<file path="src/rtl/stopwatch_pkg.sv">
// Shared types and constants for the stopwatch controller: state encoding,
// BCD digit sizing and the tick divider width helper.
package stopwatch_pkg;

    typedef enum logic [1:0] {
        IDLE  = 2'd0,
        RUN   = 2'd1,
        PAUSE = 2'd2
    } state_t;

    localparam int                 DIGIT_W   = 4;
    localparam logic [DIGIT_W-1:0] DIGIT_MAX = 4'd9;

    function automatic int div_width(input int div);
        return (div < 2) ? 1 : $clog2(div);
    endfunction

endpackage

</file>
<file path="src/rtl/stopwatch_if.sv">
// Command pulses in, registered display/status outputs back.
// master drives the pulses; slave is the stopwatch controller.
interface stopwatch_if;
    import stopwatch_pkg::*;

    logic               start_stop;
    logic               lap;
    logic               clear;
    logic               tick_en;
    logic [DIGIT_W-1:0] tens;
    logic [DIGIT_W-1:0] ones;
    logic               running;
    logic               lap_active;
    logic               wrap;

    modport master (
        output start_stop, lap, clear,
        input  tick_en, tens, ones, running, lap_active, wrap
    );

    modport slave (
        input  start_stop, lap, clear,
        output tick_en, tens, ones, running, lap_active, wrap
    );

endinterface

</file>
<file path="src/rtl/stopwatch_tick_divider.sv">
// Modulo-DIV clock-enable divider with hold and synchronous zero.
// Latency: tick_en is high in the cycle the count sits at DIV-1; no backpressure.
module tick_divider
    import stopwatch_pkg::*;
#(
    parameter int DIV = 10
) (
    input  logic clk,
    input  logic reset,
    input  logic hold,
    input  logic zero,
    output logic tick_en
);

    localparam int           W    = div_width(DIV);
    localparam logic [W-1:0] LAST = W'(DIV - 1);

    logic [W-1:0] cnt;

    assign tick_en = !hold && (cnt == LAST);

    always_ff @(posedge clk) begin
        if (reset || zero) begin
            cnt <= '0;
        end else if (!hold) begin
            cnt <= tick_en ? '0 : cnt + 1'b1;
        end
    end

endmodule

</file>
<file path="src/rtl/stopwatch_ctrl.sv">
// Run/pause/idle stopwatch with BCD 00-99 seconds and lap freeze (STOPWATCH_LAP_EN).
// Latency: all outputs registered, commands take effect next cycle; no backpressure.
module stopwatch_ctrl
    import stopwatch_pkg::*;
#(
    parameter int CLK_HZ  = 50_000_000,
    parameter int TICK_HZ = 1
) (
    input  logic        clk,
    input  logic        reset,
    stopwatch_if.slave  bus
);

    localparam int DIV = CLK_HZ / TICK_HZ;

    state_t             state, state_nxt;
    logic               clear_evt;
    logic               tick;
    logic               wrap_q;
    logic [DIGIT_W-1:0] live_tens, live_ones;

    always_ff @(posedge clk) begin
        if (reset) state <= IDLE;
        else       state <= state_nxt;
    end

    // start_stop wins over clear, so clear only acts on a quiet PAUSE cycle
    always_comb begin
        state_nxt = state;
        clear_evt = 1'b0;
        case (state)
            IDLE:  if (bus.start_stop) state_nxt = RUN;
            RUN:   if (bus.start_stop) state_nxt = PAUSE;
            PAUSE: begin
                if (bus.start_stop) begin
                    state_nxt = RUN;
                end else if (bus.clear) begin
                    state_nxt = IDLE;
                    clear_evt = 1'b1;
                end
            end
            default: state_nxt = IDLE;
        endcase
    end

    tick_divider #(.DIV(DIV)) u_div (
        .clk     (clk),
        .reset   (reset),
        .hold    (state != RUN),
        .zero    (clear_evt),
        .tick_en (tick)
    );

    always_ff @(posedge clk) begin
        if (reset || clear_evt) begin
            live_tens <= '0;
            live_ones <= '0;
            wrap_q    <= 1'b0;
        end else begin
            wrap_q <= tick && (live_tens == DIGIT_MAX) && (live_ones == DIGIT_MAX);
            if (tick) begin
                if (live_ones == DIGIT_MAX) begin
                    live_ones <= '0;
                    live_tens <= (live_tens == DIGIT_MAX) ? '0 : live_tens + 1'b1;
                end else begin
                    live_ones <= live_ones + 1'b1;
                end
            end
        end
    end

    assign bus.tick_en = tick;
    assign bus.running = (state == RUN);
    assign bus.wrap    = wrap_q;

`ifdef STOPWATCH_LAP_EN
    logic               lap_q;
    logic [DIGIT_W-1:0] frz_tens, frz_ones;

    // Freeze captures the count as it stands this cycle; a pending tick lands after
    always_ff @(posedge clk) begin
        if (reset || clear_evt) begin
            lap_q    <= 1'b0;
            frz_tens <= '0;
            frz_ones <= '0;
        end else if (bus.lap && !bus.start_stop) begin
            if (state == RUN) begin
                if (!lap_q) begin
                    frz_tens <= live_tens;
                    frz_ones <= live_ones;
                    lap_q    <= 1'b1;
                end else begin
                    lap_q    <= 1'b0;
                end
            end else if (state == PAUSE) begin
                lap_q <= 1'b0;
            end
        end
    end

    assign bus.lap_active = lap_q;
    assign bus.tens       = lap_q ? frz_tens : live_tens;
    assign bus.ones       = lap_q ? frz_ones : live_ones;
`else
    logic unused_lap;
    assign unused_lap     = bus.lap;
    assign bus.lap_active = 1'b0;
    assign bus.tens       = live_tens;
    assign bus.ones       = live_ones;
`endif

endmodule

</file>
<file path="src/flat_wrapper.sv">
// flat-port wrapper written by rule: the top's interface ports become plain ports
module stopwatch_ctrl_flat import stopwatch_pkg::*;
#(
    parameter int CLK_HZ  = 50_000_000,
    parameter int TICK_HZ = 1
)
  (clk, reset, bus_start_stop, bus_lap, bus_clear, bus_tick_en, bus_tens, bus_ones, bus_running, bus_lap_active, bus_wrap);
  stopwatch_if bus_i ();
  input  logic clk;
  input  logic reset;
  input wire logic [$bits(bus_i.start_stop)-1:0] bus_start_stop;
  input wire logic [$bits(bus_i.lap)-1:0] bus_lap;
  input wire logic [$bits(bus_i.clear)-1:0] bus_clear;
  output wire logic [$bits(bus_i.tick_en)-1:0] bus_tick_en;
  output wire logic [$bits(bus_i.tens)-1:0] bus_tens;
  output wire logic [$bits(bus_i.ones)-1:0] bus_ones;
  output wire logic [$bits(bus_i.running)-1:0] bus_running;
  output wire logic [$bits(bus_i.lap_active)-1:0] bus_lap_active;
  output wire logic [$bits(bus_i.wrap)-1:0] bus_wrap;
  assign bus_i.start_stop = bus_start_stop;
  assign bus_i.lap = bus_lap;
  assign bus_i.clear = bus_clear;
  assign bus_tick_en = bus_i.tick_en;
  assign bus_tens = bus_i.tens;
  assign bus_ones = bus_i.ones;
  assign bus_running = bus_i.running;
  assign bus_lap_active = bus_i.lap_active;
  assign bus_wrap = bus_i.wrap;
  stopwatch_ctrl #(.CLK_HZ(CLK_HZ), .TICK_HZ(TICK_HZ)) u_core (.clk(clk), .reset(reset), .bus(bus_i));
endmodule
</file>
<file path="config.mk">
export PLATFORM = sky130hd
export DESIGN_NAME = stopwatch_ctrl_flat
export DESIGN_NICKNAME = d
export VERILOG_FILES = /design/src/rtl/stopwatch_pkg.sv /design/src/rtl/stopwatch_if.sv /design/src/rtl/stopwatch_tick_divider.sv /design/src/rtl/stopwatch_ctrl.sv /design/src/flat_wrapper.sv
export SDC_FILE = /design/constraint.sdc
export NUM_CORES = 1
export LEC_CHECK = 0
export CAP_MARGIN = 20
export CORE_MARGIN = 3
export CORE_UTILIZATION = 30
export DETAILED_ROUTE_END_ITERATION = 12
export DONT_BUFFER_PORTS = 1
export PLACE_DENSITY = 0.46
export SLEW_MARGIN = 40
export SYNTH_ARGS = -nofsm -noshare
export SYNTH_HDL_FRONTEND = slang
export SYNTH_SLANG_ARGS = --single-unit
export TNS_END_PERCENT = 50
</file>
<file path="constraint.sdc">
create_clock -name clk -period 2.2 [get_ports clk]
set_input_delay 0.33 -clock clk [delete_from_list [all_inputs] [get_ports clk]]
set_output_delay 0.33 -clock clk [all_outputs]
set_load 0.05 [all_outputs]
</file>
==> metrics <==
Max-Cap Viols 0; share of cells above drive strength 1 20.50%; Synth Net Count 216; Multi-input gate area 1047 um^2; Setup Skew 7.747 ps; CTS tree done; clk_lat worst skew 290 ps; register area 748.2 um^2; GRT overflow 0; Cell Area, Synth 1812 um^2; die height 83.71 um; status completed; largest net degree at the start of global routing 24; fillers 599; P&R area growth vs syn 21.55%; RSZ-0062 raised after global routing true; drt via density 4.794; CP cell instances nand4_1 -> or3_1 -> nor4_4 -> buf_12; Global Route Usage Sum 11.62%; Mapped Avg Cell Area 8.627 um^2; gpl congestion 0.7330; Die Wd 83.71 um; Final #Nets 244; Max Freq 0.4757 GHz; CTS sink cnt 37; Seq/Total Area, Yosys 40.88%; LEAKAGE 0.7773 nW; Crit path largest cell delay 390 ps; largest area contributor in the netlist dfxtp_1; Top Ports 17; via count 1491; Placed Cells 302; synth top area cells dfxtp_1 (41%), xnor2_1 (7.7%), nor2_1 (7.5%), xor2_1 (5.3%), nand2_1 (3.5%); drt initial violations 32; post-layout util 38.80%; global-route wire length before repair 6603 um; CP max FO 4; Final setup viols 0; DRC Markers 0; minimum clock period 2102 ps; H-tree depth 2; total CTS buffers 5; Worst setup SP type flop; Final Non-Filler Cells 311; initial core utilization 31.92%; Synth Register Bits 37; Worst path slowest cell dfxtp_1; Port Buffers 0; overall routed net length 3882 um; cts hold-fix bufs 0; Placed Area 2072 um^2; first drt pass iteration count 6; ANT nets after route 0; WL/cell 12.48 um; ys async rst share 0%; top_reg_cell synth dfxtp_1; total of warnings raised by yosys 0; initial antenna violation count 0; CP Class reg2out; CTS clk-pin slew, worst paths 80 ps; row cnt 27; post-synthesis cell count 210; Hold Vio Cnt, Final 0; relative slew slack 50.27%; final worst slack 97.89 ps; vias in the first global route 1411; Tot Pwr 1.184 mW; Clock Tree Buf Depth 2; PD cells 537.5 nW/um^2; Root Buffer clkbuf_8; Arr. time, crit path 1770 ps; Slew Limit Fails 0; Peak VDD IR 0.0003062 V; Core Area 5675 um^2; placed wire-length estimate 2770 um; post-route cell area 2202 um^2; actual slew at the worst max-slew pin 745.9 ps; Data required, critical path 1870 ps; number of synthesized flops with an enable pin 0; library cells used by synthesis 47; pre-CTS setup slack 30.41 ps; die area 7007 um^2; period utilization 95.55%; HP Class in2reg; ant diodes 0; Yosys top cell area share 40.88%; Setup crit end kind primary output
## flip-flops by register name, summed over array words and instances, names as in the netlist
| register | flops |
|---|---|
| u_core.u_div.cnt | 26 |
| u_core.bus.ones | 4 |
| u_core.bus.wrap | 1 |
| u_core.bus.tens | 4 |
| u_core.state | 2 |
## power breakdown
group          internal [mW]  switching (mW)  total, mW  leakage [nW]
logic                 0.0151          0.0356     0.0507         0.432
clock network          0.219           0.237      0.457        0.0450
registers              0.673         0.00287      0.676         0.301
## stage by stage
step	setup TNS (ps)	hold slack [ps]
after floorplan	0	401.5
after global placement	0	405.6
after detailed placement	0	404.9
after CTS	0	88.50
after global routing	-6.933	86.44
final	0	100.8
## area by class of cell
class | count | share of cell area [%]
clock buffer | 6 | 3.295
clock inverter | 2 | 0.4545
inverter | 7 | 1.193
multi-input combinational | 161 | 47.56
tap | 72 | 4.091
sequential | 37 | 33.98
timing repair buffer | 26 | 9.432
## critical path, delay by kind of cell, from the launching register on
kind	cells	cell delay (ps)
buf+inv	1	180
flops	1	390
simple gates	3	900
## logic make-up after synthesis
group / synth area share [%]
DFF: 40.88
xor gates and xnor gates: 13.05
buffers and inverters: 3.591
muxes: 0.6215
AOI/OAI and AO/OA: 5.664
other: 0.2070
and+or+nand+nor: 35.29
adders and majority gates: 0.6905
## path summary, 6_finish.rpt
check / startpoint / endpoint / slack (ps) / depth (start not counted)
worst max-delay path: u_core.u_div.cnt[21] / bus_tick_en / 100 / 4
worst min-delay path: reset / u_core.state[1] / 100 / 1
worst max register to register: u_core.u_div.cnt[1] / u_core.u_div.cnt[13] / 140 / 6
worst min register to register: u_core.u_div.cnt[25] / u_core.u_div.cnt[25] / 520 / 2
## repair_timing
item / in CTS / in global routing
gates resized for setup: 8 / 3
pin swaps: 3 / 1
setup endpoints to repair: 1 / 26
buffers inserted: 2 / 0
## placed cells by master, fill, tap and decap left out, types with 3 or more instances in the layout
cell type   n
and4_1      4
nor3_1      7
dfxtp_2     3
and3_1      4
xor2_1     11
nand3_1     8
or4_4       3
a21oi_1     4
and2_1      3
nand2_1    17
xnor2_1    16
nor4_1      6
nor2_1     36
nand2b_1    3
buf_4      25
inv_1       7
dfxtp_1    33
nand4_1     8
clkbuf_8    5
## synth_stat cells, types with 3 or more instances
cell	instances
nand4_1	8
and2_1	3
nand2_1	17
xnor2_1	16
nor4_1	6
and3_1	4
and4_1	4
nor3_1	7
nor2_1	36
xor2_1	11
nand3_1	8
nand2b_1	3
a21oi_1	4
dfxtp_1	37
inv_1	7
## routing by layer
layer	global-route usage (%)	routed length (um)	part of all wire, %
met5	0	0	0
met4	5.263	70	1.8
met3	2.962	101	2.6
met2	17.28	1671	43
met1	15.72	2039	53
No activity file was read; power rests on OpenSTA's default activity.
